## src/rtl/word_unpacker_if.sv

```systemverilog
// Capture/stream signal bundle for word_unpacker; the abort input exists only
// when WORD_UNPACKER_ABORT_EN is defined.
interface word_unpacker_if #(
  parameter int ELEM_WIDTH = 32,
  parameter int NUM_ELEMS  = 8
);
  localparam int CNT_W = (NUM_ELEMS > 1) ? $clog2(NUM_ELEMS) : 1;

  logic                            in_valid;
  logic                            in_ready;
  logic [ELEM_WIDTH*NUM_ELEMS-1:0] in_data;
  logic                            out_valid;
  logic                            out_ready;
  logic [ELEM_WIDTH-1:0]           out_data;
  logic [CNT_W-1:0]                out_index;
  logic                            out_last;
  logic                            busy;
`ifdef WORD_UNPACKER_ABORT_EN
  logic                            abort;

  modport slave (
    input  in_valid, in_data, out_ready, abort,
    output in_ready, out_valid, out_data, out_index, out_last, busy
  );
  modport master (
    output in_valid, in_data, out_ready, abort,
    input  in_ready, out_valid, out_data, out_index, out_last, busy
  );
`else
  modport slave (
    input  in_valid, in_data, out_ready,
    output in_ready, out_valid, out_data, out_index, out_last, busy
  );
  modport master (
    output in_valid, in_data, out_ready,
    input  in_ready, out_valid, out_data, out_index, out_last, busy
  );
`endif
endinterface

```

## src/rtl/word_unpacker.sv

```systemverilog
// Captures one packed word and streams it out element by element with index/last.
// Optional early termination input enabled by defining WORD_UNPACKER_ABORT_EN.
module word_unpacker #(
  parameter int ELEM_WIDTH = 32,
  parameter int NUM_ELEMS  = 8
) (
  input  logic            clk,
  input  logic            rst,
  word_unpacker_if.slave  bus
);
  localparam int CNT_W = (NUM_ELEMS > 1) ? $clog2(NUM_ELEMS) : 1;
  localparam logic [CNT_W-1:0] LAST_IDX = CNT_W'(NUM_ELEMS - 1);

  typedef enum logic {
    IDLE   = 1'b0,
    STREAM = 1'b1
  } state_t;

  state_t                          state_q, state_d;
  logic [CNT_W-1:0]                index_q, index_d;
  logic [ELEM_WIDTH*NUM_ELEMS-1:0] word_q;
  logic                            accept;
  logic [ELEM_WIDTH-1:0]           elem [NUM_ELEMS];

  // Element view of the held word, addressed by the stream index.
  for (genvar gi = 0; gi < NUM_ELEMS; gi++) begin : g_elem
    assign elem[gi] = word_q[gi*ELEM_WIDTH +: ELEM_WIDTH];
  end

  always_ff @(posedge clk) begin
    if (rst) begin
      state_q <= IDLE;
      index_q <= '0;
      word_q  <= '0;
    end else begin
      state_q <= state_d;
      index_q <= index_d;
      if (accept) begin
        word_q <= bus.in_data;
      end
    end
  end

  always_comb begin
    state_d = state_q;
    index_d = index_q;
    accept  = 1'b0;
    case (state_q)
      IDLE: begin
        if (bus.in_valid) begin
          accept  = 1'b1;
          index_d = '0;
          state_d = STREAM;
        end
      end
      STREAM: begin
`ifdef WORD_UNPACKER_ABORT_EN
        if (bus.abort) begin
          index_d = '0;
          state_d = IDLE;
        end else
`endif
        if (bus.out_ready) begin
          // Returning to IDLE after the last element leaves a one-cycle bubble.
          if (index_q == LAST_IDX) begin
            index_d = '0;
            state_d = IDLE;
          end else begin
            index_d = index_q + CNT_W'(1);
          end
        end
      end
      default: begin
        state_d = IDLE;
        index_d = '0;
      end
    endcase
  end

  // Handshake outputs are held low for as long as reset is asserted.
  assign bus.in_ready  = !rst && (state_q == IDLE);
  assign bus.out_valid = !rst && (state_q == STREAM);
  assign bus.busy      = !rst && (state_q == STREAM);
  assign bus.out_last  = bus.out_valid && (index_q == LAST_IDX);
  assign bus.out_index = index_q;
  assign bus.out_data  = elem[index_q];
endmodule

```

## src/flat_wrapper.sv

```systemverilog
// flat-port wrapper written by rule: the top's interface ports become plain ports
module word_unpacker_flat 
#(
  parameter int ELEM_WIDTH = 32,
  parameter int NUM_ELEMS  = 8
)
  (clk, rst, bus_in_valid, bus_in_data, bus_out_ready, bus_in_ready, bus_out_valid, bus_out_data, bus_out_index, bus_out_last, bus_busy);
  word_unpacker_if #(.ELEM_WIDTH(ELEM_WIDTH), .NUM_ELEMS(NUM_ELEMS)) bus_i ();
  input  logic clk;
  input  logic rst;
  input wire logic [$bits(bus_i.in_valid)-1:0] bus_in_valid;
  input wire logic [$bits(bus_i.in_data)-1:0] bus_in_data;
  input wire logic [$bits(bus_i.out_ready)-1:0] bus_out_ready;
  output wire logic [$bits(bus_i.in_ready)-1:0] bus_in_ready;
  output wire logic [$bits(bus_i.out_valid)-1:0] bus_out_valid;
  output wire logic [$bits(bus_i.out_data)-1:0] bus_out_data;
  output wire logic [$bits(bus_i.out_index)-1:0] bus_out_index;
  output wire logic [$bits(bus_i.out_last)-1:0] bus_out_last;
  output wire logic [$bits(bus_i.busy)-1:0] bus_busy;
  assign bus_i.in_valid = bus_in_valid;
  assign bus_i.in_data = bus_in_data;
  assign bus_i.out_ready = bus_out_ready;
  assign bus_in_ready = bus_i.in_ready;
  assign bus_out_valid = bus_i.out_valid;
  assign bus_out_data = bus_i.out_data;
  assign bus_out_index = bus_i.out_index;
  assign bus_out_last = bus_i.out_last;
  assign bus_busy = bus_i.busy;
  word_unpacker #(.ELEM_WIDTH(ELEM_WIDTH), .NUM_ELEMS(NUM_ELEMS)) u_core (.clk(clk), .rst(rst), .bus(bus_i));
endmodule
```

## config.mk

```make
export PLATFORM = sky130hd
export DESIGN_NAME = word_unpacker_flat
export DESIGN_NICKNAME = d
export VERILOG_FILES = /design/src/rtl/word_unpacker_if.sv /design/src/rtl/word_unpacker.sv /design/src/flat_wrapper.sv
export SDC_FILE = /design/constraint.sdc
export NUM_CORES = 1
export LEC_CHECK = 0
export BUFFER_PORTS_ARGS = -buffer_cell sky130_fd_sc_hd__buf_2
export CAP_MARGIN = 20
export CORE_ASPECT_RATIO = 1.4
export CORE_UTILIZATION = 47
export DETAILED_ROUTE_END_ITERATION = 6
export GPL_TIMING_DRIVEN = 0
export MAX_ROUTING_LAYER = met4
export PLACE_DENSITY = 0.82
export SYNTH_ARGS = -nofsm -noshare
export SYNTH_HDL_FRONTEND = slang
export SYNTH_SLANG_ARGS = --single-unit
```

## constraint.sdc

```tcl
create_clock -name clk -period 1.83 [get_ports clk]
set_clock_uncertainty 0.2 [all_clocks]
set_input_delay 0.2745 -clock clk [delete_from_list [all_inputs] [get_ports clk]]
set_output_delay 0.2745 -clock clk [all_outputs]
set_load 0.01 [all_outputs]
```

==> results of run 1 <==
## report_power, final
part	internal (mW)	total, mW	switching (mW)
clock	3.20	5.57	2.37
sequential	6.00	6.21	0.204
combinational	1.23	2.51	1.28
total	10.4	14.3	3.85
## layer usage
| metal | share of wire [%] | wire (µm) | up-vias | track usage (%) |
|---|---|---|---|---|
| li1 | - | - | 5390 | - |
| met1 | 33 | 16210 | 5882 | 45.10 |
| met2 | 48 | 23810 | 1034 | 69.87 |
| met3 | 11 | 5286 | 371 | 14.32 |
| met4 | 8.8 | 4363 | 0 | 32.42 |
| met5 | 0 | 0 | - | - |
## area by class of cell
type                       instances  area share (%)
buffer                           106           4.027
clock buffer                      38           4.572
tap                              301           2.245
clock inverter                     9          0.6712
multi-input combinational        884           31.52
antenna                            9          0.1342
sequential                       260           31.09
timing repair buffer             563           25.74
## placed cells by master (no fill, tap or decap), types with 3 or more instances in the layout
cell | synthesis | final
buf_2 | 35 | 294
clkbuf_8 | 0 | 6
diode_2 | 0 | 9
dfxtp_1 | 260 | 257
dlygate4sd3_1 | 0 | 257
buf_4 | 1 | 13
mux2_4 | 0 | 32
clkbuf_1 | 57 | 36
buf_6 | 5 | 28
clkinvlp_4 | 0 | 3
a21oi_1 | 260 | 258
clkbuf_2 | 0 | 17
buf_12 | 0 | 8
nand3_1 | 4 | 4
clkbuf_4 | 0 | 20
mux4_2 | 61 | 64
clkbuf_16 | 0 | 27
nand2_1 | 514 | 514
dfxtp_4 | 0 | 3
## worst max-delay path: stages, from the launching register on
cell and delay (ns):
dfxtp_4 0.40, buf_12 0.14, buf_12 0.11, buf_4 0.14, mux4_2 0.51, mux2_4 0.29, buf_6 0.13
## timing repair
item                                    in CTS  in global routing
hold buffers                               257                  0
hold endpoints to repair                   260                  0
gates resized for setup                     72                 50
endpoints found under the setup margin     257                231
pin swaps                                    0                  0
setup buffers                                7                  2
## cell families after synthesis
kind of cell	Yosys count	share of synthesized area [%]
AO/OA/AOI/OAI	260	12.02
multiplexers	96	16.75
AND/OR/NAND/NOR	526	18.45
adder cells (fa/ha/maj)	2	0.2312
buffers and inverters	106	4.462
flip-flops	260	48.09
## registers in the layout, indices dropped and copies added, names as in the netlist
| name | count |
|---|---|
| u_core.word_q | 256 |
| u_core.bus.out_index | 3 |
| u_core.state_q | 1 |
## per-stage QoR
step / instances / utilization (%) / TNS (ns) / area [µm²]
final: 2170 / 74.47 / -27.27 / 16780
after global routing: 2169 / 74.46 / -28.84 / 16770
after CTS: 2159 / 73.81 / -26.81 / 16630
after detailed placement: 1848 / 57.10 / -48.16 / 12860
after global placement: 1848 / 57.10 / -43.16 / 12860
after floorplan: 1250 / - / -2.399 / 11000
## how the worst max path moves through the flow
stage                     cells past startpoint  slack (ns)                to               startpoint
after floorplan                               4       -0.08  bus_out_data[18]  u_core.bus.out_index[0]
after global placement                        5       -0.61  bus_out_data[19]  u_core.bus.out_index[1]
after detailed placement                      5       -0.57  bus_out_data[21]  u_core.bus.out_index[1]
after CTS                                     5       -0.86   bus_out_data[2]  u_core.bus.out_index[0]
after global routing                          6       -0.92  bus_out_data[16]  u_core.bus.out_index[0]
final                                         6       -0.90  bus_out_data[22]  u_core.bus.out_index[0]
==> impl_metrics.py, run 1 <==
metrics = {
    "run_status": {
        "status": "finished, violations left",
        "failed_checks": "setup timing",
    },
    "worst_setup_path": {
        "rr_worst_depth": 6,
        "worst_ep_required_time_ns": 1.36,
        "cp-end-kind": "primary output",
        "cp-start-kind": "flop",
        "crit_type": "flop to primary output",
        "r2r-start": "u_core.state_q",
        "ff2ff_setup_slack_ns": 0.05,
        "timing.critical_path.fanout_max": 5,
        "r2r-end": "u_core.word_q[120]",
        "arrival_ns": 2.25,
    },
    "die": {
        "dieWidth_um": 130.3,
        "die_area_um2": 23650,
        "rows": 65,
        "die_h_um": 181.6,
        "core-area_um2": 22530,
        "io_pins": 299,
        "start_util_pct": 48.05,
    },
    "logic_synthesis": {
        "yosys_most_used_dff": "dfxtp_1",
        "ys_ff_latch": 260,
        "ys_top_cells_by_count": "nand2_1 (514), a21oi_1 (260), dfxtp_1 (260)",
        "yosysWarnings": 0,
        "synth_top_area_share_pct": 48.09,
        "synth_cells": 1250,
        "synth.distinct_cells": 19,
        "post_synth_main_area_contributors": "dfxtp_1 (48%), nand2_1 (18%), mux4_2 (13%)",
        "synthArstFlopShare_pct": 0,
        "syn-cell-area_um2": 10820,
        "post-synth-top-count-cell": "nand2_1",
        "synth_largest_area_cell": "dfxtp_1",
        "synth_area_per_cell_um2": 8.659,
        "synth_nets": 1512,
        "yosysSeqAreaShare_pct": 48.09,
        "synth-edff-count": 0,
    },
    "clock_tree": {
        "cts_sinks": 260,
        "cts_inserted_buffers": 26,
        "clock_path_buffers": 3,
        "insertion_delay_ns": 0.54,
        "path_clk_slew_ns": 0.07,
        "root_buffer": "clkbuf_16",
        "htreeDepth": 1,
        "cts_tree": "done",
    },
    "sta": {
        "fmax_mhz": 366.8,
        "worst_slack_ns": -0.8962,
        "setup_violations": 33,
        "slew_headroom_pct": 49.69,
        "whs_ns": 0.2172,
        "rsz0062_at_grt": "true",
        "hold_violations": 0,
        "final_max_slew_viol_count": 0,
        "tightest_slew_ns": 0.7546,
        "timing.final.crit_share_pct": 149.0,
        "fin_crit_ns": 2.726,
    },
    "layout": {
        "drive_gt1_share_pct": 28.39,
        "finish.net_count": 2103,
        "area.growth.synth_to_final_pct": 54.99,
        "multi_input_area_um2": 5288,
        "num-fill-cells": 1485,
        "regArea_um2": 5216,
    },
    "detailed_routing": {
        "drtIter0Drc": 1299,
        "vias_per_cell": 5.842,
        "wl_per_cell_um": 22.89,
        "drt_wl_total_mm": 49.67,
        "drc_errors": 0,
        "vias": 12680,
        "antenna_left": 0,
        "dr.pass1.iters": 7,
    },
    "global_route": {
        "grt_pass1_vias": 13240,
        "grt_usage_pct": 44.11,
        "grt_pass1_wl_mm": 73.68,
        "grt_max_degree": 16,
        "grt_antenna_before_repair": 8,
        "grt_overflow": 0,
    },
    "power": {
        "power_density_nw_per_um2": 851.6,
        "p_leak_nw": 6.935,
        "finalPower_mw": 14.29,
        "vdd_drop_max_mv": 0.6686,
    },
    "placement": {
        "place.gp.congestion": 0.9677,
        "dp_slack_ns": -0.5656,
        "hpwlAfterDp_mm": 28.47,
        "io_buffers": 297,
    },
    "run": {
        "maxCapViolations": 0,
    },
    "hold_path": {
        "min_to": "u_core.word_q[217]",
        "hold_class": "primary input to flop",
        "hold_depth": 3,
        "worst_hold_startpoint": "rst",
    },
}
Note: power is estimated with default switching activity, not from simulation.
==> run 2: changes to the inputs <==
==> constraint.sdc (replaced) <==
create_clock -name clk -period 1.83 [get_ports clk]
set_clock_uncertainty 0.2 [all_clocks]
set_input_delay 0.2745 -clock clk [delete_from_list [all_inputs] [get_ports clk]]
set_output_delay 0.2745 -clock clk [all_outputs]
set_load 0.05 [all_outputs]
==> impl_metrics.py, run 2 (synthesis results as in run 1) <==
metrics = {
    "worst_setup_path": {
        "crit_chain": "buf_12, buf_6, buf_12, mux4_2, mux2_4, buf_6",
        "cp-end-kind": "primary output",
        "cp-start-kind": "flop",
        "worst_path_largest_cell_delay_ns": 0.53,
        "cp_slowest_cell": "mux4_2",
        "worst_ep_required_time_ns": 1.36,
        "ff2ff_setup_slack_ns": 0.03,
        "arrival_ns": 2.31,
        "path_buf_inv": 4,
        "crit_type": "flop to primary output",
        "timing.critical_path.fanout_max": 7,
        "crit_family": "multiplexers",
        "r2r-start": "u_core.bus.out_index[0]",
        "critPathLaunch": "u_core.bus.out_index[0]",
    },
    "die": {
        "io_pins": 299,
        "dieWidth_um": 130.3,
        "core-area_um2": 22530,
        "start_util_pct": 48.05,
        "die_area_um2": 23650,
        "die_h_um": 181.6,
        "rows": 65,
    },
    "detailed_routing": {
        "drt_wl_total_mm": 50.41,
        "vias_per_cell": 5.944,
        "antenna_left": 0,
        "dr.pass1.iters": 6,
        "drc_errors": 0,
        "drtIter0Drc": 1370,
        "vias": 12860,
        "wl_per_cell_um": 23.29,
    },
    "layout": {
        "largest_reg_flops": 256,
        "final_cell_mix": "nand2_1 (513), buf_2 (287), dlygate4sd3_1 (257), a21oi_1 (256), dfxtp_1 (256)",
        "num-fill-cells": 1437,
        "drive_gt1_share_pct": 28.69,
        "top_register": "u_core.word_q",
        "final_common_cell": "nand2_1",
        "area.growth.synth_to_final_pct": 55.87,
        "fin_util_pct": 74.89,
        "fin_cells": 2164,
        "finish.net_count": 2104,
        "fin_area_um2": 16870,
    },
    "clock_tree": {
        "cts_tree": "done",
        "cts_inserted_buffers": 25,
        "root_buffer": "clkbuf_16",
        "insertion_delay_ns": 0.53,
        "path_clk_slew_ns": 0.06,
        "cts_sinks": 260,
        "clock_path_buffers": 3,
        "htreeDepth": 1,
    },
    "global_route": {
        "grt_antenna_before_repair": 4,
        "grt_usage_pct": 44.12,
        "grt_use_met1_pct": 45.16,
        "grt_overflow": 0,
        "grt_most_used_layer": "met2",
        "grt_max_degree": 15,
        "met3_usage_pct": 10.40,
        "grt_pass1_vias": 13400,
        "grt_pass1_wl_mm": 74.15,
        "met2_usage_pct": 72.53,
    },
    "sta": {
        "tightest_slew_ns": 0.7488,
        "setup_violations": 34,
        "slew_headroom_pct": 50.08,
        "setup-tns-final_ns": -28.83,
        "timing.final.crit_share_pct": 151.9,
        "fin_crit_ns": 2.780,
        "hold_violations": 0,
        "rsz0062_at_grt": "true",
        "final_max_slew_viol_count": 0,
        "whs_ns": 0.2212,
        "fmax_mhz": 359.7,
        "worst_slack_ns": -0.9498,
    },
    "run_status": {
        "status": "finished, violations left",
        "failed_checks": "setup timing",
    },
    "power": {
        "power_density_nw_per_um2": 850.1,
        "vdd_drop_max_mv": 0.6879,
        "finalPower_mw": 14.34,
        "p_leak_nw": 6.962,
    },
    "placement": {
        "dp_slack_ns": -0.5918,
        "io_buffers": 297,
        "dp.cells": 1848,
        "hpwlAfterDp_mm": 28.85,
        "place.gp.congestion": 0.9371,
        "placedInstanceArea_um2": 12870,
    },
    "run": {
        "maxCapViolations": 0,
    },
    "hold_path": {
        "hold_class": "primary input to flop",
        "worst_hold_startpoint": "bus_in_valid",
    },
}
[run 2: power breakdown]
| part | internal (mW) | switching [mW] | total [mW] |
|---|---|---|---|
| Clock | 3.12 | 2.26 | 5.38 |
| Combinational | 1.27 | 1.48 | 2.75 |
| Sequential | 6.00 | 0.213 | 6.22 |
[run 2: routing by layer]
| metal | share of wire [%] | vias to the layer above | wire length (µm) |
|---|---|---|---|
| met5 | 0 | - | 0 |
| met4 | 9.0 | 0 | 4534 |
| met3 | 9.9 | 421 | 4987 |
| met2 | 49 | 1086 | 24820 |
| met1 | 32 | 5987 | 16070 |
| li1 | - | 5369 | - |
[run 2: worst register-to-register path, stage by stage, from the launching register on]
cell	delay (ns)
dfxtp_4	0.37
buf_4	0.14
buf_6	0.11
ha_4	0.15
ha_4	0.15
buf_4	0.14
or3_1	0.36
a21oi_2	0.11
[run 2: path summary, 6_finish.rpt]
| path | endpoint | cells after the start |
|---|---|---|
| setup / recovery | bus_out_data[22] | 6 |
| hold / removal | u_core.word_q[255] | 6 |
| setup reg to reg | u_core.bus.out_index[0] | 7 |
| hold reg to reg | u_core.word_q[217] | 2 |
[run 2: what timing repair did]
item	in CTS	in global routing
hold buffers	257	0
endpoints found under the setup margin	257	208
buffers inserted	9	1
hold endpoints to repair	260	0
gates resized for setup	115	63
gates cloned	2	1
[run 2: cell type report]
| cell class | instances | area [µm²] | area share (%) |
|---|---|---|---|
| timing repair buffer | 565 | 4433 | 26.28 |
| sequential | 260 | 5218 | 30.93 |
| clock inverter | 10 | 127.6 | 0.7564 |
| antenna | 5 | 12.51 | 0.07416 |
| clock buffer | 33 | 705.7 | 4.183 |
| buffer | 106 | 690.7 | 4.094 |
| multi-input combinational | 884 | 5308 | 31.46 |
| tap | 301 | 376.6 | 2.232 |
==> run 3: changes to the inputs <==
--- a/config.mk
+++ b/config.mk
@@ -8,11 +8,12 @@
 export BUFFER_PORTS_ARGS = -buffer_cell sky130_fd_sc_hd__buf_2
 export CAP_MARGIN = 20
 export CORE_ASPECT_RATIO = 1.4
-export CORE_UTILIZATION = 47
+export CORE_UTILIZATION = 52
+export CTS_CLUSTER_DIAMETER = 100
 export DETAILED_ROUTE_END_ITERATION = 6
 export GPL_TIMING_DRIVEN = 0
 export MAX_ROUTING_LAYER = met4
-export PLACE_DENSITY = 0.82
+export PLACE_DENSITY = 0.85
 export SYNTH_ARGS = -nofsm -noshare
 export SYNTH_HDL_FRONTEND = slang
 export SYNTH_SLANG_ARGS = --single-unit
==> constraint.sdc (replaced) <==
create_clock -name clk -period 2.9 [get_ports clk]
set_clock_uncertainty 0.2 [all_clocks]
set_input_delay 0.435 -clock clk [delete_from_list [all_inputs] [get_ports clk]]
set_output_delay 0.435 -clock clk [all_outputs]
set_load 0.05 [all_outputs]
==> impl_metrics.py, run 3 (synthesis results as in run 1) <==
metrics = {
    "power": {
        "finalPower_mw": 9.083,
        "vdd_drop_max_mv": 0.5233,
        "p_int_mw": 6.562,
        "combPwrFrac_pct": 18.4,
        "power_density_nw_per_um2": 553.4,
        "clkPwrFrac_pct": 38.3,
        "p_leak_nw": 6.762,
        "sw_frac_of_total_pct": 27.76,
        "seqPwrFrac_pct": 43.3,
        "switchingPower_mw": 2.522,
    },
    "clock_tree": {
        "path_clk_slew_ns": 0.07,
        "cts_sinks": 260,
        "insertion_delay_ns": 0.52,
        "htreeDepth": 1,
        "cts_tree": "done",
        "cts_inserted_buffers": 25,
        "clock_path_buffers": 3,
        "root_buffer": "clkbuf_16",
    },
    "sta": {
        "final_max_slew_viol_count": 0,
        "fmax_mhz": 339.0,
        "worst_slack_ns": -0.04962,
        "fin_crit_ns": 2.950,
        "timing.final.crit_share_pct": 101.7,
        "rsz0062_at_grt": "true",
        "hold_violations": 1,
        "setup_violations": 13,
        "tightest_slew_ns": 0.7580,
        "slew_headroom_pct": 49.46,
        "whs_ns": -0.004671,
        "setup-tns-final_ns": -0.3000,
    },
    "layout": {
        "regArea_um2": 5210,
        "largest_reg_flops": 256,
        "drive_gt1_share_pct": 26.46,
        "num-fill-cells": 1171,
        "fin_util_pct": 80.14,
        "fin_cells": 2110,
        "fin_area_um2": 16410,
        "final_common_cell": "nand2_1",
        "finish.net_count": 2091,
        "area.growth.synth_to_final_pct": 51.62,
        "multi_input_area_um2": 5196,
        "top_register": "u_core.word_q",
        "final_cell_mix": "nand2_1 (514), buf_2 (295), a21oi_1 (260), dfxtp_1 (258), dlygate4sd3_1 (249)",
    },
    "placement": {
        "io_buffers": 297,
        "hpwlAfterDp_mm": 27.97,
        "placedInstanceArea_um2": 12630,
        "dp.cells": 1803,
        "place.gp.congestion": 0.9101,
    },
    "worst_setup_path": {
        "cp_slowest_cell": "mux4_2",
        "cp-start-kind": "flop",
        "path_buf_inv": 3,
        "timing.critical_path.fanout_max": 10,
        "worst_ep_required_time_ns": 2.27,
        "worst_path_largest_cell_delay_ns": 0.56,
        "crit_type": "flop to primary output",
        "arrival_ns": 2.31,
        "cpMostUsedCell": "buf_12",
        "cp-end-kind": "primary output",
        "crit_family": "multiplexers",
        "crit_chain": "buf_12, buf_12, mux4_2, mux2_4, buf_8",
    },
    "die": {
        "start_util_pct": 52.85,
        "rows": 62,
        "dieWidth_um": 123.9,
        "core-area_um2": 20480,
        "die_h_um": 172.7,
        "die_area_um2": 21400,
        "io_pins": 299,
    },
    "detailed_routing": {
        "vias": 12940,
        "antenna_left": 0,
        "vias_per_cell": 6.135,
        "drc_errors": 30,
        "drt_wl_total_mm": 50.39,
        "dr.pass1.iters": 7,
        "drtIter0Drc": 1668,
        "wl_per_cell_um": 23.88,
    },
    "run_status": {
        "failed_checks": "DRC, hold timing, setup timing",
        "status": "finished, violations left",
    },
    "global_route": {
        "grt_max_degree": 16,
        "grt_antenna_before_repair": 9,
        "grt_pass1_vias": 13470,
        "grt_pass1_wl_mm": 73.83,
        "grt_overflow": 0,
        "grt_usage_pct": 48.32,
    },
    "run": {
        "maxCapViolations": 0,
    },
    "hold_path": {
        "hold_class": "primary input to flop",
    },
}
==> run 3: cell count changes in the layout (fill, tap and decap cells not counted), sizes merged <==
cell | previous run | this run
clkbuf | 100 | 92
dlygate4sd3 | 257 | 249
buf | 347 | 352
diode | 5 | 10
clkinv | 6 | 2
inv | 0 | 1
==> run 3: area by class of cell <==
| type | count | area share [%] |
|---|---|---|
| sequential | 260 | 31.75 |
| antenna | 10 | 0.1525 |
| timing repair buffer | 552 | 25.79 |
| buffer | 106 | 3.476 |
| multi-input combinational | 884 | 31.66 |
| clock inverter | 7 | 0.7547 |
| tap | 256 | 1.952 |
| clock buffer | 35 | 4.467 |
==> run 3: per-layer routing <==
| metal | global-route usage (%) | routed length [µm] | vias to the layer above | part of all wire, % |
|---|---|---|---|---|
| li1 | - | - | 5362 | - |
| met1 | 47.49 | 15470 | 5879 | 31 |
| met2 | 75.02 | 23700 | 1210 | 47 |
| met3 | 18.83 | 6084 | 493 | 12 |
| met4 | 37.35 | 5130 | 0 | 10 |
| met5 | - | 0 | - | 0 |
==> run 3: through the flow <==
| step | hold WS, ns | worst slack (ns) |
|---|---|---|
| 2_1_floorplan | 0.2315 | 0.2581 |
| 3_3_place_gp | 0.2369 | 0.05013 |
| 3_5_place_dp | 0.2430 | 0.005060 |
| 4_1_cts | 0.001697 | -0.02929 |
| 5_1_grt | 0.002481 | -0.09758 |
| 6_report | -0.004671 | -0.04962 |
==> run 3: tightest hold or removal path: cells and delay by family <==
family / cells / cell delay, ns
buffers and inverters: 1 / 0.10
and+or+nand+nor: 1 / 0.07
AOI/OAI and AO/OA: 1 / 0.06
==> run 3: timing repair <==
| action | in CTS | in global routing |
|---|---|---|
| hold buffers | 249 | 0 |
| hold endpoints to repair | 249 | 0 |
| setup buffers | 3 | 3 |
| setup endpoints to repair | 32 | 32 |
| pin swaps | 0 | 0 |
| resized for setup | 83 | 37 |
==> run 3: power groups by stage <==
| stage | Combinational (mW) | Clock, mW | Sequential [mW] |
|---|---|---|---|
| global route | 1.76 | 3.59 | 3.94 |
| finish | 1.68 | 3.48 | 3.93 |
| detailed placement | 1.20 | 0 | 3.98 |
| global placement | 1.18 | 0 | 3.97 |
| floorplan | 0.739 | 0 | 3.94 |
| CTS | 1.52 | 3.43 | 3.90 |
==> run 3: final timing paths <==
check / from / end / slack, ns / cells past startpoint
hold reg to reg: u_core.word_q[239] / u_core.word_q[239] / 0.25 / 2
setup / recovery: u_core.bus.out_index[0] / bus_out_data[22] / -0.05 / 5
setup reg to reg: u_core.state_q / u_core.word_q[108] / 0.49 / 6
hold / removal: bus_in_data[159] / u_core.word_q[159] / -0.005 / 3
